$ cat src/rtl/hseq_source.sv
// hseq_source: programmable two-phase message source emitting arithmetic-progression payloads
// with configurable inter-message gap, message count and an emission enable.
`ifndef NS_ADDRESS_SIZE
`define NS_ADDRESS_SIZE 8
`endif
`ifndef NS_DATA_SIZE
`define NS_DATA_SIZE 16
`endif
`ifndef NS_REDUN_SIZE
`define NS_REDUN_SIZE 4
`endif

module hseq_source #(
    parameter int unsigned MY_LOCAL_ADDR = 0,
    parameter int unsigned DST_ADDR      = 0,
    parameter int          ASZ           = `NS_ADDRESS_SIZE,
    parameter int          DSZ           = `NS_DATA_SIZE,
    parameter int          RSZ           = `NS_REDUN_SIZE,
    parameter int unsigned NUM_MSGS      = 4,
    parameter int unsigned START_DATA    = 0,
    parameter int unsigned STEP          = 1,
    parameter int unsigned GAP           = 0,
    parameter int          CSZ           = 16
) (
    input  logic           gch_clk,
    input  logic           gch_reset,
    output logic           gch_ready,
    input  logic           src_go,
    output logic           snd0_req_out,
    input  logic           snd0_ack_in,
    output logic [ASZ-1:0] snd0_src,
    output logic [ASZ-1:0] snd0_dst,
    output logic [DSZ-1:0] snd0_dat,
    output logic [RSZ-1:0] snd0_red,
    output logic [CSZ-1:0] src_count,
    output logic           src_done
);
    localparam int GW = $clog2(GAP + 2);
    localparam int SW = ASZ > DSZ ? ASZ : DSZ;

    typedef enum logic [1:0] {S_INIT, S_GAP, S_WAIT, S_DONE} state_t;

    state_t         state;
    logic [GW-1:0]  gap_cnt;
    logic [DSZ-1:0] next_dat;
    logic [SW-1:0]  sum;
    logic [CSZ-1:0] count_inc;
    logic           gap_full;

    // Redundancy only depends on the low bits, so summing at the wider field width is exact.
    always_comb begin
        sum       = SW'(ASZ'(MY_LOCAL_ADDR)) + SW'(ASZ'(DST_ADDR)) + SW'(next_dat);
        count_inc = src_count + 1'b1;
        gap_full  = gap_cnt == GW'(GAP);
    end

    always_ff @(posedge gch_clk) begin
        if (gch_reset) begin
            state        <= S_INIT;
            gch_ready    <= 1'b0;
            snd0_req_out <= 1'b0;
            snd0_src     <= '0;
            snd0_dst     <= '0;
            snd0_dat     <= '0;
            snd0_red     <= '0;
            src_count    <= '0;
            src_done     <= 1'b0;
            gap_cnt      <= '0;
            next_dat     <= '0;
        end else begin
            case (state)
                S_INIT: begin
                    state     <= S_GAP;
                    gch_ready <= 1'b1;
                    gap_cnt   <= '0;
                    next_dat  <= DSZ'(START_DATA);
                end
                S_GAP: begin
                    if (gap_full && src_go) begin
                        snd0_src     <= ASZ'(MY_LOCAL_ADDR);
                        snd0_dst     <= ASZ'(DST_ADDR);
                        snd0_dat     <= next_dat;
                        snd0_red     <= sum[RSZ-1:0];
                        snd0_req_out <= ~snd0_req_out;
                        state        <= S_WAIT;
                    end else if (!gap_full) begin
                        gap_cnt <= gap_cnt + 1'b1;
                    end
                end
                S_WAIT: begin
                    if (snd0_ack_in == snd0_req_out) begin
                        src_count <= count_inc;
                        next_dat  <= next_dat + DSZ'(STEP);
                        if (NUM_MSGS != 0 && count_inc == CSZ'(NUM_MSGS)) begin
                            state    <= S_DONE;
                            src_done <= 1'b1;
                        end else begin
                            state   <= S_GAP;
                            gap_cnt <= '0;
                        end
                    end
                end
                default: ;
            endcase
        end
    end
endmodule

$ cat config.mk
export PLATFORM = sky130hd
export DESIGN_NAME = hseq_source
export DESIGN_NICKNAME = d
export VERILOG_FILES = /design/src/rtl/hseq_source.sv
export SDC_FILE = /design/constraint.sdc
export NUM_CORES = 1
export LEC_CHECK = 0
export ABC_AREA = 0
export CAP_MARGIN = 20
export CORE_MARGIN = 2
export CORE_UTILIZATION = 30
export CTS_CLUSTER_DIAMETER = 30
export DETAILED_ROUTE_END_ITERATION = 10
export PLACE_DENSITY_LB_ADDON = 0.25
export SKIP_CTS_REPAIR_TIMING = 1
export SLEW_MARGIN = 20
export SYNTH_ARGS = -nofsm -noshare
export SYNTH_HDL_FRONTEND = slang
export SYNTH_SLANG_ARGS = --single-unit
export TNS_END_PERCENT = 20
$ cat constraint.sdc
create_clock -name gch_clk -period 2.6 [get_ports gch_clk]
set_clock_uncertainty 0.05 [all_clocks]
set_input_delay 0.52 -clock gch_clk [delete_from_list [all_inputs] [get_ports gch_clk]]
set_output_delay 0.52 -clock gch_clk [all_outputs]
set_load 0.01 [all_outputs]
==> impl_metrics.toml <==
[worst_hold_path]
hold_class = "reg -> reg"

[floorplanning]
coreArea_um2 = 8590
dieArea_um2 = 9460
start_util = 0.304
fp.dieH_um = 97.3
die_w_um = 97.3
rows = 34
io_pins = 59

[timing]
report.final.slew_viol_count = 0
clock.fmax_mhz = 442
tns_ns = 0
setup_viol = 0
rsz0062_at_grt = "false"
tightest_slew_ns = 0.798
period_needed_ns = 2.26
fin_crit_sh = 0.871
hold_viol = 0
setup_ws_ns = 0.336
max_slew_margin = 0.453

[logic_synthesis]
yosysWarnings = 0
synth_ff_type = "dfxtp_1"
synth_enable_flop_cells = 0
seq_area_frac_synth = 0.407
synthCells = 313
syn_avg_cell_area_um2 = 8.33
ys_seq_elements = 53
synth_cell_types = 44
synthArstFlopShare = 0
synth_area_um2 = 2610

[final_layout]
insertedDiodeCount = 0
fillers = 934
drive_gt1_frac = 0.0571
nets = 359
layout_commonest_cell = "dfxtp_1"
stdcell_count = 458
final_cell_mix = "53 x dfxtp_1, 46 x nand2_1, 42 x clkdlybuf4s50_1"
syn2layout_area_growth_pct = 20.7

[drt]
drc = 0
dr.first_iter.drc_count = 162
post_drt_wl_per_cell_um = 13.1
postRouteAntennaNets = 0
drt_wl_total_um = 5980
first_pass_iters = 4
via_count = 2213
viasPerCell = 4.83

[grt]
use_met1 = 0.175
grt_use_met2 = 0.207
grt_max_degree = 29
grt_pass1_vias = 2059
antenna_found_initial = 0
grt_use_total = 0.127
busiest_layer = "met2"
grt_overflow = 0
met3_usage = 0.0209
grt_pass1_wl_um = 10100

[cts]
clock_path_buffers = 2
numClockSinks = 53
clk_pin_slew_ns = 0.10
h-tree-depth = 2
cts_buffers = 5
cts_tree = "yes"
cts_root_buffer = "clkbuf_8"
worst_skew_pair.late_latency_ns = 0.31

[critical_path]
critPathArrivalTime_ns = 2.41
worstSetupEndpointType = "flop"
path_class = "reg -> reg"
startpoint_type = "flop"
path_max_fanout = 7
crit_required_ns = 2.75

[placement]
dp_slack_ns = -0.0704
routabilityCongestion = 0.794
placedCellCount = 450
dp_hpwl_um = 4200
portBuffers = 42

[power]
peakVddDrop_uv = 193
power.leakage_nw = 1.05
powerDensity_nw_per_um2 = 461
power_w = 0.00145

[status]
status = "finished clean"

[job]
cap_violations = 0
## synthesized netlist by cell type, types with 6 or more instances
cell       n  share of area
a21oi_1   21          0.040
buf_4     22          0.063
clkbuf_1   8          0.012
dfxtp_1   53           0.41
ha_1       6          0.029
nand2_1   46          0.066
nand3_1   15          0.029
nand4_1   11          0.026
nor2_1    38          0.055
nor3_1     8          0.015
xnor2_1   12          0.040
xor2_1    19          0.064
## metal layers
metal,part of all wire,wire (um),vias up
met5,0,0,-
met4,0.0094,56,0
met3,0.036,216,6
met2,0.46,2720,46
met1,0.50,2990,1035
li1,-,-,1126
## where the power goes
group	internal [W]	total, W	switching, W
Combinational	0.0000343	0.000109	0.0000747
Clock	0.000242	0.000518	0.000277
Sequential	0.000817	0.000824	0.00000704
Total	0.00109	0.00145	0.000358
## worst max-delay path, cell delays in order, from the launching register on
cell and delay (ns):
dfxtp_1 0.44, ha_1 0.32, nand3_1 0.21, nor4_1 0.74, nand3_1 0.18, xor2_1 0.17, nor2_1 0.05
## cells by family after synthesis
| group | synth area share |
|---|---|
| compound gates | 0.113 |
| xor+xnor | 0.104 |
| fa+ha+maj | 0.0288 |
| buf+inv | 0.0878 |
| flops | 0.407 |
| mux | 0.00815 |
| other cells | 0.00144 |
| simple gates | 0.250 |
## final cells by class
type	count	area, um^2	share of cell area
Inverter	4	15.0	0.00477
Multi-Input combinational cell	238	1380	0.438
Sequential cell	53	1060	0.337
Clock inverter	1	5.00	0.00159
Clock buffer	7	96.3	0.0306
Timing Repair Buffer	47	458	0.145
Tap cell	108	135	0.0429
## per-stage QoR
step	hold WS (ns)	utilization	area, um^2
after floorplan	0.394	-	2670
after detailed placement	0.399	0.354	3040
final	0.413	0.366	3150
after global placement	0.398	0.354	3040
after CTS	0.419	0.366	3150
after global routing	0.440	0.366	3150
## path summary, 6_finish.rpt
check	to	from	slack, ns	cells past startpoint
setup / recovery	src_count[10]	src_count[0]	0.34	6
hold / removal	snd0_dat[14]	snd0_dat[14]	0.41	2
setup reg to reg	src_count[10]	src_count[0]	0.34	6
hold reg to reg	snd0_dat[14]	snd0_dat[14]	0.41	2
## flip-flops by register name, summed over array words and instances, names as in the netlist
name / flops
gch_ready: 1
next_dat: 16
snd0_dat: 16
snd0_req_out: 1
src_count: 16
src_done: 1
state: 2
Power figures use the tool's default switching activity.
